### config.mk
export PLATFORM = sky130hd
export DESIGN_NAME = midi_note_decoder
export DESIGN_NICKNAME = d
export VERILOG_FILES = /design/src/rtl/midi_note_decoder.sv
export SDC_FILE = /design/constraint.sdc
export NUM_CORES = 1
export LEC_CHECK = 0
export CAP_MARGIN = 15
export CORE_MARGIN = 2
export CORE_UTILIZATION = 40
export DETAILED_ROUTE_END_ITERATION = 6
export PLACE_DENSITY = 0.65
export SYNTH_ARGS = -nofsm -noshare
export SYNTH_HDL_FRONTEND = slang
export SYNTH_SLANG_ARGS = --single-unit
### constraint.sdc
create_clock -name clk -period 3.7 [get_ports clk]
set_clock_uncertainty 0.05 [all_clocks]
set_input_delay 0.37 -clock clk [delete_from_list [all_inputs] [get_ports clk]]
set_output_delay 0.37 -clock clk [all_outputs]
set_load 0.005 [all_outputs]
### src/rtl/midi_note_decoder.sv
// Monophonic MIDI note decoder: turns a channel-filtered byte stream into note/velocity/gate outputs.
// Optional build macro MIDI_RUNNING_STATUS_EN keeps the message type after each note so data pairs repeat it.
module midi_note_decoder #(
  parameter logic [3:0] CHANNEL = 4'h0
) (
  input  logic       clk,
  input  logic       reset,
  input  logic [7:0] i_data,
  input  logic       i_valid,
  output logic       o_cmd,
  output logic [6:0] o_midi,
  output logic [6:0] o_velocity,
  output logic       o_note_on
);

  typedef enum logic [1:0] {
    IDLE      = 2'd0,
    WAIT_NOTE = 2'd1,
    WAIT_VEL  = 2'd2,
    SKIP      = 2'd3
  } state_t;

  state_t     state_q, state_d;
  logic       type_on_q, type_on_d;
  logic [6:0] note_q, note_d;
  logic       cmd_q, cmd_d;
  logic [6:0] midi_q, midi_d;
  logic [6:0] vel_q, vel_d;
  logic       note_on_q, note_on_d;

  logic is_status;
  logic is_our_note_msg;

  assign is_status       = i_data[7];
  assign is_our_note_msg = (i_data[6:5] == 2'b00) && (i_data[3:0] == CHANNEL);

  always_comb begin
    state_d   = state_q;
    type_on_d = type_on_q;
    note_d    = note_q;
    cmd_d     = cmd_q;
    midi_d    = midi_q;
    vel_d     = vel_q;
    note_on_d = 1'b0;

    if (i_valid) begin
      if (is_status) begin
        // Real-time bytes (F8-FF) fall through every branch and change nothing.
        if (is_our_note_msg) begin
          type_on_d = i_data[4];
          state_d   = WAIT_NOTE;
        end else if (i_data < 8'hF0) begin
          state_d = SKIP;
        end else if (i_data < 8'hF8) begin
          state_d = IDLE;
        end
      end else begin
        case (state_q)
          WAIT_NOTE: begin
            note_d  = i_data[6:0];
            state_d = WAIT_VEL;
          end
          WAIT_VEL: begin
            if (type_on_q && (i_data[6:0] != 7'd0)) begin
              midi_d    = note_q;
              vel_d     = i_data[6:0];
              cmd_d     = 1'b1;
              note_on_d = 1'b1;
            end else if (note_q == midi_q) begin
              cmd_d = 1'b0;
            end
`ifdef MIDI_RUNNING_STATUS_EN
            state_d = WAIT_NOTE;
`else
            state_d = IDLE;
`endif
          end
          default: ;
        endcase
      end
    end
  end

  always_ff @(posedge clk) begin
    if (reset) begin
      state_q   <= IDLE;
      type_on_q <= 1'b0;
      note_q    <= '0;
      cmd_q     <= 1'b0;
      midi_q    <= '1;
      vel_q     <= '0;
      note_on_q <= 1'b0;
    end else begin
      state_q   <= state_d;
      type_on_q <= type_on_d;
      note_q    <= note_d;
      cmd_q     <= cmd_d;
      midi_q    <= midi_d;
      vel_q     <= vel_d;
      note_on_q <= note_on_d;
    end
  end

  assign o_cmd      = cmd_q;
  assign o_midi     = midi_q;
  assign o_velocity = vel_q;
  assign o_note_on  = note_on_q;

endmodule

==> results.toml, run 1 <==
[outcome]
status = "finished clean"

[yosys]
synth_top_area_cell = "dfxtp_1"
synth_top_area_frac = 0.4695
synth_flop_cell = "dfxtp_1"
synthDistinctLibCells = 26
yosys_warnings = 0
yosys-top-cells-area = "dfxtp_1 (47%), mux2i_1 (13%), nor2_1 (8.1%)"
synthTopCellsByCount = "dfxtp_1 (26), nor2_1 (24), mux2i_1 (14), a21oi_1 (9)"
synth_edf_count = 0
async_reset_ff_frac = 0
ys_seq_area_frac = 0.4695
synth_nets = 130
syn_inst = 119
ys_seq_elements = 26
syn_area_per_cell_sq_um = 9.316
synth.most_common_cell = "dfxtp_1"
syn_area_sq_mm = 0.001109

[critical_path]
worst-path-buf-inv = 2
crit_path_max_incr_delay_ns = 0.58
path_class = "in2reg"
worstSetupEndpointType = "flop"
arrival_ns = 2.26
critPathSlowestCell = "or4_4"
critPathTopFamily = "buffers and inverters"
cp.required_ns = 3.87
startpoint_type = "primary input"
crit_fanout = 22
crit_chain = "clkdlybuf4s50_1 -> or4_4 -> o311ai_4 -> buf_4 -> mux2i_1 -> nor2_1"

[grt]
grt_start_max_net_pins = 35
gr-total-overflow = 0
antenna_found_initial = 0
grt.total_usage = 0.1435
grt_pass1_wl_mm = 3.650
first_global_vias = 821

[sta]
hold-worst-slack_ns = 0.4364
grt_setup_unrepaired = "false"
worstMarginPinSlew_ns = 0.4993
period_share = 0.5639
finalMaxSlewViolations = 0
timing.setup.tns_ns = 0
fin_crit_ns = 2.087
fmax_mhz = 479.3
finalHoldViolations = 0
setup_violations = 0
slew_headroom = 0.6661

[pwr]
p_comb_frac = 0.085
switching_share = 0.2204
leakage_nw = 0.5512
internal-power_uw = 362.9
peakVddDrop_mv = 0.2826
clkPwrFrac = 0.302
p_sw_uw = 102.6
sequentialPowerShare = 0.613
p_total_uw = 465.5
pwr_density_cell_mw_per_mm2 = 323.0

[clocking]
numClockSinks = 26
post_cts_resize_count = 0
path_clk_slew_ns = 0.13
tritoncts = "yes"
ctsHoldBuffers = 0
insertion_delay_ns = 0.31
ctsHtreeMaxLevel = 1
postCtsSetupBuffers = 0
numCtsBuffers = 3
cts-root-buf = "clkbuf_4"
cts_buffer_depth = 2

[final_layout]
diodes = 0
drive_gt1_frac = 0.06944
area_growth_pct = 30.02
final_net_count = 156
multi_input_area_sq_um = 543.0
fill_cells = 254
regArea_sq_um = 520.5
final_cells = 175

[detailed_routing]
ant_nets = 0
post-route-drc-count = 0
via_per_inst = 5.074
wirelength_mm = 2.212
vias = 888
avgRoutedWirePerCell_um = 12.64
first_pass_iters = 4
drt_iter0_markers = 19

[hold_path]
hp-class = "reg2reg"

[placement]
hpwl_mm = 1.568
dp.cells = 170
place.gp.congestion = 0.7586
port_buffers = 26

[floorplanning]
dieWidth_um = 56.65
io_pins = 27
die_h_um = 56.65
die-area_sq_mm = 0.003209
start_util = 0.4127
core_area_sq_mm = 0.002686
std_cell_rows = 19

[flow_run]
maxCapViolations = 0
## worst reg2reg max path: cells and delay by family (launching register included)
kind,cells,cell delay [ns]
compound gates,1,0.09
flops,1,0.42
buf+inv,1,0.31
mux,1,0.22
simple gates,2,0.36
## cells by family (layout without fill, tap and decap cells)
logic type	count (synthesis)	in the layout	synth area share
mux	14	14	0.1264
compound gates	18	18	0.1151
flops	26	26	0.4695
simple gates	45	45	0.1930
buf+inv	9	34	0.04064
xor+xnor	7	7	0.05531
## final cells by class
class / count / share of cell area
Clock buffer: 4 / 0.02517
Tap cell: 31 / 0.02691
Inverter: 2 / 0.005208
Multi-Input combinational cell: 84 / 0.3767
Timing Repair Buffer: 28 / 0.2049
Sequential cell: 26 / 0.3611
## cell usage in the layout, fill, tap and decap left out, types with 2 or more instances in the layout
master and n:
nand4_1 2, dfxtp_1 26, a21oi_1 9, nor2_1 24, xnor2_1 7, mux2i_1 14
inv_1 2, nand3_1 2, o21ai_0 3, clkbuf_4 3, nor3_1 7, nand2_1 4
clkdlybuf4s50_1 26
## registers in the layout (all words and copies together), names as in the netlist
register    flops
note_q          7
o_cmd           1
o_midi          7
o_note_on       1
o_velocity      7
state_q         2
type_on_q       1
## path summary, 6_finish.rpt
path,slack (ns),end,cells after the start,start
worst min register to register,0.44,o_velocity[4],2,o_velocity[4]
worst max register to register,2.18,o_velocity[2],5,state_q[0]
worst max-delay path,1.61,o_velocity[2],6,i_data[3]
worst min-delay path,0.44,o_velocity[4],2,o_velocity[4]
## power by group through the flow
| stage | Sequential [mW] | Clock (mW) | Combinational [mW] |
|---|---|---|---|
| 3_5_place_dp | 0.291 | 0 | 0.0360 |
| 2_1_floorplan | 0.291 | 0 | 0.0178 |
| 6_report | 0.285 | 0.141 | 0.0396 |
| 3_3_place_gp | 0.291 | 0 | 0.0351 |
| 5_1_grt | 0.286 | 0.157 | 0.0431 |
| 4_1_cts | 0.285 | 0.148 | 0.0360 |
## stage by stage
step                      setup slack, ns    util  instance area [sq um]
final                               1.613  0.5366                   1441
after global placement              1.270  0.5128                   1378
after detailed placement            1.230  0.5128                   1378
after floorplan                     1.897       -                   1109
after global routing                1.508  0.5366                   1441
after CTS                           1.570  0.5263                   1414
## layer usage
layer	track usage	routed length, um
met2	0.2276	1057
met4	0.05102	10
met5	0	0
met3	0.03687	86
met1	0.1881	1058
No activity file was read; power rests on OpenSTA's default activity.
==> run 2, diff against run 1 <==
==> constraint.sdc (replaced) <==
create_clock -name clk -period 2 [get_ports clk]
set_clock_uncertainty 0.05 [all_clocks]
set_input_delay 0.2 -clock clk [delete_from_list [all_inputs] [get_ports clk]]
set_output_delay 0.2 -clock clk [all_outputs]
set_load 0.005 [all_outputs]
==> run 2 against run 1 <==
Effect of this change:
- power rose by 110%
- first-iteration DRC count rose by 47%
- largest power group unchanged
- clock power rose to 2.5 times the previous value
- routed wire length rose by 7.3%
- final area rose by 4.3%
- critical endpoint unchanged
==> results.toml, run 2 (same netlist as run 1, synthesis figures left out) <==
[clocking]
path_clk_slew_ns = 0.14
cts-root-buf = "clkbuf_4"
ctsHoldBuffers = 0
cts_buffer_depth = 2
postCtsSetupBuffers = 0
insertion_delay_ns = 0.32
ctsHtreeMaxLevel = 1
post_cts_resize_count = 0
numClockSinks = 26
numCtsBuffers = 3
tritoncts = "yes"

[grt]
gr-total-overflow = 0
grt_start_max_net_pins = 18
grt_pass1_wl_mm = 4.064
first_global_vias = 922
antenna_found_initial = 0
grt.total_usage = 0.1603

[detailed_routing]
first_pass_iters = 4
avgRoutedWirePerCell_um = 13.04
drt_iter0_markers = 28
post-route-drc-count = 0
via_per_inst = 5.104
vias = 929
ant_nets = 0
wirelength_mm = 2.373

[sta]
hold-worst-slack_ns = 0.4317
fin_crit_ns = 1.767
setup_violations = 0
slew_headroom = 0.7373
fmax_mhz = 566.0
finalHoldViolations = 0
grt_setup_unrepaired = "false"
worstMarginPinSlew_ns = 0.3929
finalMaxSlewViolations = 0
period_share = 0.8833

[final_layout]
regArea_sq_um = 520.5
drive_gt1_frac = 0.1126
final_net_count = 163
area_growth_pct = 35.55
fin_area_sq_mm = 0.001503
fill_cells = 254
multi_input_area_sq_um = 543.0
final_cell_mix = "clkdlybuf4s50_1 (26), dfxtp_1 (26), nor2_1 (24), mux2i_1 (14), a21oi_1 (9)"
diodes = 0

[flow_run]
maxCapViolations = 0

[critical_path]
arrival_ns = 1.92
startpoint_type = "primary input"
critPathSlowestCell = "or4_4"
cp.required_ns = 2.16
worstSetupEndpointType = "flop"
crit_path_max_incr_delay_ns = 0.57
path_class = "in2reg"
crit_fanout = 6
crit_chain = "clkdlybuf4s50_1 -> or4_4 -> o311ai_4 -> buf_12 -> mux2i_1 -> nor2_1"

[placement]
place_area_sq_mm = 0.001450
hpwl_mm = 1.839
place.gp.congestion = 0.7721
port_buffers = 26

[floorplanning]
core_area_sq_mm = 0.002686
die_h_um = 56.65
dieWidth_um = 56.65
start_util = 0.4127
io_pins = 27
die-area_sq_mm = 0.003209
std_cell_rows = 19

[hold_path]
hp-class = "reg2reg"

[pwr]
leakage_nw = 0.5898
pwr_density_cell_mw_per_mm2 = 640.4
peakVddDrop_mv = 0.3497

[outcome]
status = "finished clean"
run 2: cell count changes in the layout (fill, tap and decap cells not counted):
cell,before,now
buf_4,1,8
buf_16,1,0
clkbuf_8,1,0
bufinv_16,0,1
buf_12,0,1
run 2: cell type report:
cell class,instances,area share
multi-input combinational,84,0.3614
sequential,26,0.3464
timing repair buffer,35,0.2265
tap,31,0.02581
clock inverter,1,0.01998
clock buffer,3,0.01499
inverter,2,0.004996
run 2: per-stage QoR:
stage / cells / setup slack (ns) / total power [mW] / TNS (ns) / util
6_report: 182 / 0.2334 / 0.9624 / 0 / 0.5594
5_1_grt: 182 / 0.1602 / 1.011 / 0 / 0.5594
4_1_cts: 182 / 0.2474 / 0.9738 / 0 / 0.5594
3_5_place_dp: 178 / -0.1055 / 0.6165 / -1.004 / 0.5398
3_3_place_gp: 178 / -0.07204 / 0.6151 / -0.6661 / 0.5398
2_1_floorplan: 119 / 0.3666 / 0.5705 / 0 / -
run 2: critical path: cells and delay by family:
family,cells,cell delay [ns]
and+or+nand+nor,2,0.63
buffers and inverters,2,0.59
AOI/OAI and AO/OA,1,0.30
muxes,1,0.20
run 2: power breakdown:
part	internal, mW	total, mW	leakage, nW	switching [mW]
logic	0.0405	0.0781	0.352	0.0376
registers	0.523	0.527	0.210	0.00443
clock network	0.203	0.357	0.0279	0.154
run 2: worst paths after layout:
path | startpoint | endpoint | slack [ns] | cells past startpoint
setup / recovery | i_data[2] | o_velocity[2] | 0.23 | 6
hold / removal | o_velocity[4] | o_velocity[4] | 0.43 | 2
setup reg to reg | state_q[0] | o_midi[0] | 0.52 | 5
hold reg to reg | o_velocity[4] | o_velocity[4] | 0.43 | 2
run 2: routing by layer:
layer  vias up  global-route usage  share of wire
met5         -                   0              0
met2        20              0.2691           0.48
li1        474                   -              -
met3         2             0.02995          0.045
met1       433              0.2081           0.47
met4         0             0.04762         0.0063
